==> src/rtl/control_unit_if.sv <==
// Control bundle between the control FSM and the matrix-multiplier datapath.
// master = control unit (decodes ir/z, drives strobes); slave = datapath.
interface control_unit_if;
  logic [7:0]  ir;
  logic        z;
  logic        end_op;
  logic [1:0]  inc;
  logic [3:0]  alu_mode;
  logic [3:0]  bus_ld;
  logic [13:0] write_en;
  logic [3:0]  clr;
  logic        dm_wr;
  logic        im_wr;

  modport master (
    input  ir, z,
    output end_op, inc, alu_mode, bus_ld, write_en, clr, dm_wr, im_wr
  );

  modport slave (
    output ir, z,
    input  end_op, inc, alu_mode, bus_ld, write_en, clr, dm_wr, im_wr
  );
endinterface

==> src/rtl/control_unit.sv <==
// Control FSM: 3-cycle fetch, 1-3 cycle execute per opcode, HALT on ENDOP.
// Outputs are decoded from state plus live ir/z; no backpressure, reset forces all outputs to 0.
module control_unit (
  input  logic           clk,
  input  logic           rst,
  control_unit_if.master cu
);

  localparam logic [7:0] OP_LDAC   = 8'd1;
  localparam logic [7:0] OP_LDARR1 = 8'd2;
  localparam logic [7:0] OP_ADDTR  = 8'd10;
  localparam logic [7:0] OP_STACI  = 8'd13;
  localparam logic [7:0] OP_MULT   = 8'd15;
  localparam logic [7:0] OP_JPNZ   = 8'd27;
  localparam logic [7:0] OP_ENDOP  = 8'd28;

  localparam logic [3:0] ALU_ADD = 4'd1;
  localparam logic [3:0] ALU_MUL = 4'd3;

  localparam logic [3:0] BUS_PC = 4'd1;
  localparam logic [3:0] BUS_AC = 4'd3;
  localparam logic [3:0] BUS_R  = 4'd4;
  localparam logic [3:0] BUS_R1 = 4'd5;
  localparam logic [3:0] BUS_DM = 4'd8;
  localparam logic [3:0] BUS_IM = 4'd9;

  localparam int WE_AR = 0;
  localparam int WE_PC = 1;
  localparam int WE_IR = 2;
  localparam int WE_DR = 3;
  localparam int WE_AC = 4;

  localparam int INC_PC = 0;
  localparam int INC_AR = 1;

  typedef enum logic [2:0] {
    FETCH1,
    FETCH2,
    FETCH3,
    EX1,
    EX2,
    EX3,
    HALT
  } state_t;

  state_t state;
  // Low for the first edge after reset release so FETCH1 lasts a full cycle.
  logic   run;

  logic        end_op_d;
  logic [1:0]  inc_d;
  logic [3:0]  alu_mode_d;
  logic [3:0]  bus_ld_d;
  logic [13:0] write_en_d;
  logic        dm_wr_d;

  always_ff @(posedge clk or posedge rst) begin
    if (rst) begin
      state <= FETCH1;
      run   <= 1'b0;
    end else if (!run) begin
      run   <= 1'b1;
    end else begin
      case (state)
        FETCH1: state <= FETCH2;
        FETCH2: state <= FETCH3;
        FETCH3: state <= EX1;
        EX1: begin
          case (cu.ir)
            OP_LDAC,
            OP_ADDTR,
            OP_STACI: state <= EX2;
            // z is only consulted here; EX2 of JPNZ is committed regardless of later z.
            OP_JPNZ:  state <= cu.z ? FETCH1 : EX2;
            OP_ENDOP: state <= HALT;
            default:  state <= FETCH1;
          endcase
        end
        EX2:     state <= (cu.ir == OP_STACI) ? EX3 : FETCH1;
        EX3:     state <= FETCH1;
        HALT:    state <= HALT;
        default: state <= FETCH1;
      endcase
    end
  end

  always_comb begin
    end_op_d   = 1'b0;
    inc_d      = '0;
    alu_mode_d = '0;
    bus_ld_d   = '0;
    write_en_d = '0;
    dm_wr_d    = 1'b0;
    if (!rst && run) begin
      case (state)
        FETCH1: begin
          bus_ld_d          = BUS_PC;
          write_en_d[WE_AR] = 1'b1;
        end
        FETCH2: inc_d[INC_PC] = 1'b1;
        FETCH3: begin
          bus_ld_d          = BUS_IM;
          write_en_d[WE_IR] = 1'b1;
        end
        EX1: begin
          case (cu.ir)
            OP_LDAC:   bus_ld_d = BUS_DM;
            OP_LDARR1: begin
              bus_ld_d          = BUS_R1;
              write_en_d[WE_AR] = 1'b1;
            end
            OP_ADDTR:  bus_ld_d = BUS_R;
            OP_STACI: begin
              bus_ld_d          = BUS_AC;
              write_en_d[WE_DR] = 1'b1;
            end
            OP_MULT: begin
              bus_ld_d          = BUS_R;
              alu_mode_d        = ALU_MUL;
              write_en_d[WE_AC] = 1'b1;
            end
            OP_JPNZ: begin
              if (cu.z) begin
                inc_d[INC_PC] = 1'b1;
              end else begin
                bus_ld_d          = BUS_PC;
                write_en_d[WE_AR] = 1'b1;
              end
            end
            OP_ENDOP:  end_op_d = 1'b1;
            default: ;
          endcase
        end
        EX2: begin
          case (cu.ir)
            OP_LDAC: begin
              bus_ld_d          = BUS_DM;
              write_en_d[WE_AC] = 1'b1;
            end
            OP_ADDTR: begin
              bus_ld_d          = BUS_R;
              alu_mode_d        = ALU_ADD;
              write_en_d[WE_AC] = 1'b1;
            end
            OP_STACI: dm_wr_d = 1'b1;
            OP_JPNZ: begin
              bus_ld_d          = BUS_IM;
              write_en_d[WE_PC] = 1'b1;
            end
            default: ;
          endcase
        end
        EX3: begin
          if (cu.ir == OP_STACI) begin
            inc_d[INC_AR] = 1'b1;
          end
        end
        HALT:    end_op_d = 1'b1;
        default: ;
      endcase
    end
  end

  assign cu.end_op   = end_op_d;
  assign cu.inc      = inc_d;
  assign cu.alu_mode = alu_mode_d;
  assign cu.bus_ld   = bus_ld_d;
  assign cu.write_en = write_en_d;
  assign cu.dm_wr    = dm_wr_d;
  assign cu.clr      = '0;
  assign cu.im_wr    = 1'b0;

  a_we_onehot0: assert property (@(posedge clk) disable iff (rst) $onehot0(cu.write_en));
  a_alu_legal:  assert property (@(posedge clk) disable iff (rst) cu.alu_mode <= 4'd5);
  a_bus_legal:  assert property (@(posedge clk) disable iff (rst) cu.bus_ld <= 4'd9);

endmodule

==> src/flat_wrapper.sv <==
// flat-port wrapper written by rule: the top's interface ports become plain ports
module control_unit_flat 
  (clk, rst, cu_ir, cu_z, cu_end_op, cu_inc, cu_alu_mode, cu_bus_ld, cu_write_en, cu_clr, cu_dm_wr, cu_im_wr);
  control_unit_if cu_i ();
  input  logic clk;
  input  logic rst;
  input wire logic [$bits(cu_i.ir)-1:0] cu_ir;
  input wire logic [$bits(cu_i.z)-1:0] cu_z;
  output wire logic [$bits(cu_i.end_op)-1:0] cu_end_op;
  output wire logic [$bits(cu_i.inc)-1:0] cu_inc;
  output wire logic [$bits(cu_i.alu_mode)-1:0] cu_alu_mode;
  output wire logic [$bits(cu_i.bus_ld)-1:0] cu_bus_ld;
  output wire logic [$bits(cu_i.write_en)-1:0] cu_write_en;
  output wire logic [$bits(cu_i.clr)-1:0] cu_clr;
  output wire logic [$bits(cu_i.dm_wr)-1:0] cu_dm_wr;
  output wire logic [$bits(cu_i.im_wr)-1:0] cu_im_wr;
  assign cu_i.ir = cu_ir;
  assign cu_i.z = cu_z;
  assign cu_end_op = cu_i.end_op;
  assign cu_inc = cu_i.inc;
  assign cu_alu_mode = cu_i.alu_mode;
  assign cu_bus_ld = cu_i.bus_ld;
  assign cu_write_en = cu_i.write_en;
  assign cu_clr = cu_i.clr;
  assign cu_dm_wr = cu_i.dm_wr;
  assign cu_im_wr = cu_i.im_wr;
  control_unit u_core (.clk(clk), .rst(rst), .cu(cu_i));
endmodule
==> config.mk <==
export PLATFORM = sky130hd
export DESIGN_NAME = control_unit_flat
export DESIGN_NICKNAME = d
export VERILOG_FILES = /design/src/rtl/control_unit_if.sv /design/src/rtl/control_unit.sv /design/src/flat_wrapper.sv
export SDC_FILE = /design/constraint.sdc
export NUM_CORES = 1
export LEC_CHECK = 0
export CAP_MARGIN = 30
export CORE_ASPECT_RATIO = 1.25
export CORE_UTILIZATION = 38
export CTS_BUF_LIST = sky130_fd_sc_hd__clkbuf_4
export DETAILED_ROUTE_END_ITERATION = 8
export DONT_BUFFER_PORTS = 1
export GPL_ROUTABILITY_DRIVEN = 0
export PLACE_DENSITY = 0.61
export SYNTH_ARGS = -nofsm -noshare
export SYNTH_HDL_FRONTEND = slang
export SYNTH_SLANG_ARGS = --single-unit
==> constraint.sdc <==
create_clock -name clk -period 2.4 [get_ports clk]
set_clock_uncertainty 0.1 [all_clocks]
set_input_delay 0.12 -clock clk [delete_from_list [all_inputs] [get_ports clk]]
set_output_delay 0.12 -clock clk [all_outputs]
set_load 0.005 [all_outputs]
### Yosys cells after proc, flatten, opt, wreduce, memory -nomap -nowiden

Index checks and enable logic that the tools add are counted.

* output and inout bits: 31
* word-level logic and storage cells: 56
* register bits after elaboration: 4

* multiplexer cells: 35
* reductions and logical operators: 6
* equality and inequality tests: 13

Operators with widths (number)
* $eq 8x4->1 const B: 3
* $pmux 4 s5: 1
* $pmux 3 s6: 1
* $mux 1: 17
* $eq 8x5->1 const B: 2
* $pmux 4 s4: 1
* $pmux 4 s3: 1
* $pmux 1 s2: 5
* $eq 3x3->1 const B: 3
* $pmux 3 s3: 1
* $eq 8x1->1 const B: 1
* $eq 8x2->1 const B: 1
* $mux 4: 2
* $pmux 4 s2: 1
* $eq 3x2->1 const B: 2
* $mux 3: 2
* $mux 5: 1
* $mux 2: 2
* $reduce_or 2->1: 2
* $eq 3x1->1 const B: 1
* $logic_not 3->1: 1
* $reduce_or 3->1: 1
* $logic_and 1x1->1: 1
* $logic_not 1->1: 1

### Depth between registers and ports, before layout

* depth after elaboration: 5
* depth in mapped cells: 5

### Worst setup path after synthesis

Ideal clock, no wire load.

* path kind: flip-flop to output port
* start: register u_core.state[2]
* end: output port cu_alu_mode[0]
* cell stages (with the launch flop): 6
* arrival time: 1657 ps
* slack: 523 ps
* required time: 2180 ps
* buffers on the path: 1
* cells stage by stage: dfrtp_1 clkbuf_1 nor3b_1 nand3_1 or4_2 o21ai_0

* word-level cells in the longest chain between the ends: 3
* elaborated cells between the ends (all ways): 4
* classes of those cells: eq/ne: 2; mux: 2

RTL lines
* start: declaration: RTL line control_unit.sv:46 `state_t state;`
* start signal: assignment: RTL line control_unit.sv:74 `OP_JPNZ: state <= cu.z ? FETCH1 : EX2;`
* start signal: assignment: RTL line control_unit.sv:79 `EX2: state <= (cu.ir == OP_STACI) ? EX3 : FETCH1;`
* $eq 3x3->1 / $eq 3x2->1 (equally long branches): RTL line control_unit.sv:95 `case (state)`
* $pmux 4 s2 *: RTL line control_unit.sv:95
* $mux 4 *: RTL line control_unit.sv:94 `if (!rst && run) begin`
* end: declaration: RTL line flat_wrapper.sv:11 `output wire logic [$bits(cu_i.alu_mode)-1:0] cu_alu_mode;`

Mark *: on every way between the ends. The rest lies on a longest branch, timed or not.

### Worst setup path in the final report

* start: register u_core.state[2]
* end: output port cu_write_en[4]

* word-level cells in the longest chain between the ends: 3
* elaborated cells between the ends (all ways): 4
* classes of those cells: eq/ne: 2; mux: 2

RTL lines
* $eq 3x3->1 / $eq 3x2->1 (equally long branches): RTL line control_unit.sv:95
* $pmux 1 s2 *: RTL line control_unit.sv:95
* $mux 5 *: RTL line control_unit.sv:94
* end: declaration: RTL line flat_wrapper.sv:13 `output wire logic [$bits(cu_i.write_en)-1:0] cu_write_en;`

Marked as above.

==> results.md <==
Floorplan:
- The floorplan step defined a die boundary enclosing 2070 um^2.
- The die is 50.6 um tall.
- After floorplanning, the core was divided into 17 placement rows.
- The number of primary I/O pins is 42.
- The core footprint is 1770 um^2.
- The starting utilization of the core area is a little over 40%.
- The floorplan step set the die width to 40.9 um.

Route:
- The via-per-instance ratio is between 5 and 6.
- The total via count in the routed design is ~670.
- After detailed routing, the total wire length is around 1.6 mm.
- Dividing the detail-routed wire length by the instance count gives 13.2 um.
- The detailed-routing iteration count for the pre-antenna-repair pass is 4.
- The residual DRC count is 0.
- The number of design-rule violations left by the first detailed-router iteration is 12.
- The detail route stage leaves a number of antenna-violating nets equal to 0.

Logic synthesis:
- The count of synthesis-stage warnings from yosys is 0.
- Measured against the total synthesized area, the mux share comes to 0%.
- The most common flop cell mapped by yosys is sky130_fd_sc_hd__dfrtp_1.
- The instance count of the mapped netlist is approximately 100.
- By area the synthesized netlist is led by sky130_fd_sc_hd__buf_4 (17%), sky130_fd_sc_hd__dfrtp_1 (14%), sky130_fd_sc_hd__nand2_1 (6.3%).
- Summing the sequential cell areas from Yosys gives roughly 14% of the chip area.
- Each instance of the synthesized netlist takes up on average slightly below 7 um^2.
- The number of enable flip-flop cells after synthesis is 0.
- Of the total synthesized cell area, the portion taken by full adders, half adders and majority gates is 0%.
- The cell taking the most area after synthesis is sky130_fd_sc_hd__buf_4.
- The fraction of synthesis flops using an asynchronous set or reset pin is 100%.
- The synthesized netlist contains 40 unique library cells.
- The synthesized netlist devotes 0% of its cell area to XOR and XNOR gates.
- The largest family of logic cells by synthesized area is simple AND/OR/NAND/NOR gates.
- Summing the areas of all and, or, nand and nor instances in the mapped netlist gives about 43% of the synthesized area.
- Synthesis inferred 4 register bits.
- The top cell type by area accounts for between 10% and 20% of the synthesized area.
- Summing every instance area after synthesis gives slightly above 700 um^2.
- The share of the synthesized area in compound gates (AO/OA/AOI/OAI) is between 10% and 20%.

CTS:
- CTS placed an instance of sky130_fd_sc_hd__clkbuf_4 at the clock tree root.
- The CTS tree is built.
- The clock sink total is 4.
- The longest clock path from root to sink contains 2 buffers.
- The clock network latency to the later pin of the worst-skew pair is between 200 and 250 ps.
- In this run the number of H-tree levels came out at 1.
- Clock-pin slew was measured on the worst setup and hold paths at about 40 ps.
- In this run, CTS created clock tree buffers numbering 3.
- The post-cts gate resize count is 0.

Power and ir drop:
- Power spread over the standard cell area amounts to about 400 nW/um^2.
- The leakage component of the power is approximately 0.27 nW.
- The peak supply drop is between 0.1 and 0.15 mV.

Placement:
- Including well taps, the total number of placed cells is between 100 and 150.
- The half-perimeter wire length of the detailed placement result is 1.28 mm.
- The placement-stage cell area is 653 um^2.
- Input and output buffers added on the ports amount to 0.

Layout:
- Measured on the finished design, the core utilization comes to between 30% and 40%.
- The final layout net count is between 100 and 150.
- The repair_antennas step left the layout with diodes totalling 0.
- Excluding fillers, the count of instances in the completed layout stands at approximately 120.
- The layout overhead on the synthesized area is -4.36%.
- The share of final-layout standard cells stronger than drive strength 1 is around a tenth.
- The area of all placed cells without fillers is 686 um^2.

Worst setup path:
- The worst setup path is captured at an output port.
- Along the worst path, the maximum fanout reaches 9.
- The worst setup path is of the reg2out kind.
- On the worst path, the slowest cell contributes a delay of roughly 620 ps.
- The required time of the critical path is 2180 ps.
- For this design, the slowest cell found on the critical path is sky130_fd_sc_hd__or4_2.
- The signal on the critical path passes through nor3b_1 -> nand3_1 -> or4_2 -> o21ai_0.
- STA classifies the critical path startpoint as a flip-flop.
- The arrival time of data at the critical path endpoint is about 2000 ps.
- The worst-case register-to-register setup slack is just over 800 ps.

Status:
- The flow ran to the end, and the final reports show no timing, DRC or antenna violations.

Global route:
- The remaining global-route overflow is 0.
- Entering global routing, the biggest net connects 14 pins.
- The first global-routing pass estimated 2.62 mm of wire.
- The overall track demand over capacity in global routing is roughly 18%.
- The initial antenna violation count was 0.
- The via count of the first global-routing pass is around 630.

Timing:
- The final setup TNS is 0 ps.
- Setup violations remaining at the end of the flow were counted as 0.
- The minimum clock period is 2220 ps.
- Setup repair after global routing left no endpoint under its margin.
- The maximum operating frequency is roughly 450 MHz.
- The count of endpoints failing hold in the final timing report is 0.
- The worst-margin pin slew is roughly 530 ps.
- The count of final max-slew check failures was 0.
- In this run the tightest slew margin relative to its limit is 64.1%.
- After layout, the worst path uses between 90% and 100% of the clock period.

Hold path:
- The class of the tightest hold or removal check is in2reg.

Run:
- Across the run, the number of max-cap violations was 0.
final cells by class:
cell class	count	area [um^2]
Fill cell	192	1080
Multi-Input combinational cell	89	507
Sequential cell	4	100
Tap cell	19	23.8
Clock buffer	3	22.5
Inverter	6	22.5
Timing Repair Buffer	1	10.0
cell usage in the layout (no fill, tap or decap), types with 2 or more instances in the layout:
cell type,instances
sky130_fd_sc_hd__o21ai_0,6
sky130_fd_sc_hd__conb_1,17
sky130_fd_sc_hd__nor3_1,5
sky130_fd_sc_hd__nand3b_1,2
sky130_fd_sc_hd__nand3_1,2
sky130_fd_sc_hd__or4_2,2
sky130_fd_sc_hd__a21oi_1,2
sky130_fd_sc_hd__dfrtp_1,4
sky130_fd_sc_hd__nand2_1,12
sky130_fd_sc_hd__nor2_1,5
sky130_fd_sc_hd__nand2b_1,5
sky130_fd_sc_hd__nor2b_1,3
sky130_fd_sc_hd__inv_1,6
sky130_fd_sc_hd__nor3b_1,3
sky130_fd_sc_hd__clkbuf_4,3
sky130_fd_sc_hd__a31oi_1,3
sky130_fd_sc_hd__o21a_1,2
registers in the layout, summed over array words and instances, names as in the netlist:
signal and flops:
u_core.run 1, u_core.state 3
worst max-delay path: cells and delay by family (launching register included):
family,cells,cell delay [ps]
flip-flops,1,450
AND/OR/NAND/NOR,3,1180
AO/OA/AOI/OAI,1,140
layer usage:
| metal | vias to the layer above | wire [um] | global-route usage, % |
|---|---|---|---|
| met5 | - | 0 | 0 |
| met4 | 0 | 0 | 8.33 |
| met3 | 0 | 91 | 2.21 |
| met2 | 23 | 853 | 29.2 |
| met1 | 313 | 665 | 21.8 |
| li1 | 333 | - | - |
synth_stat cells, drive strengths merged, types with 3 or more instances:
cell type,n
inv,6
nand2b,5
dfrtp,4
or4,4
nor3,5
o21ai,7
a31oi,3
nor2,5
buf,18
nor2b,3
nand2,12
nor3b,3
what timing repair did:
action	4_1_cts	5_1_grt
hold buffers	1	0
hold endpoints to repair	4	0
setup buffers	0	0
setup endpoints to repair	0	0
power breakdown:
group | switching, mW | leakage, nW | total, mW | internal (mW)
combinational | 0.0449 | 0.206 | 0.0760 | 0.0311
clock | 0.0317 | 0.0138 | 0.0880 | 0.0562
sequential | 0.0326 | 0.0498 | 0.111 | 0.0786
total | 0.109 | 0.270 | 0.275 | 0.166
cell families (layout without fill, tap and decap cells):
logic type,count (synthesis),count (layout)
compound gates,21,21
other cells,2,17
buf+inv,26,10
flops,4,4
simple gates,51,51
metrics by stage:
stage | total power, mW | worst slack, ps | hold WS, ps
6_report | 0.275 | 179 | 15.2
5_1_grt | 0.297 | 39.1 | 52.1
4_1_cts | 0.277 | 185 | 15.3
3_5_place_dp | 0.186 | 454 | -189
3_3_place_gp | 0.185 | 489 | -195
2_1_floorplan | 0.193 | 523 | -214
path summary, 6_finish.rpt:
path                                              from                     endpoint  depth (start not counted)
max in group asynchronous                          rst         u_core.run$_DFF_PP0_                          2
setup reg to reg           u_core.state[0]$_DFFE_PP0P_  u_core.state[2]$_DFFE_PP0P_                          4
hold / removal                                cu_ir[4]  u_core.state[1]$_DFFE_PP0P_                          2
setup / recovery           u_core.state[2]$_DFFE_PP0P_               cu_write_en[4]                          4
min in group asynchronous                          rst  u_core.state[1]$_DFFE_PP0P_                          2
hold reg to reg                   u_core.run$_DFF_PP0_  u_core.state[0]$_DFFE_PP0P_                          2
Note: power is estimated with default switching activity, not from simulation.
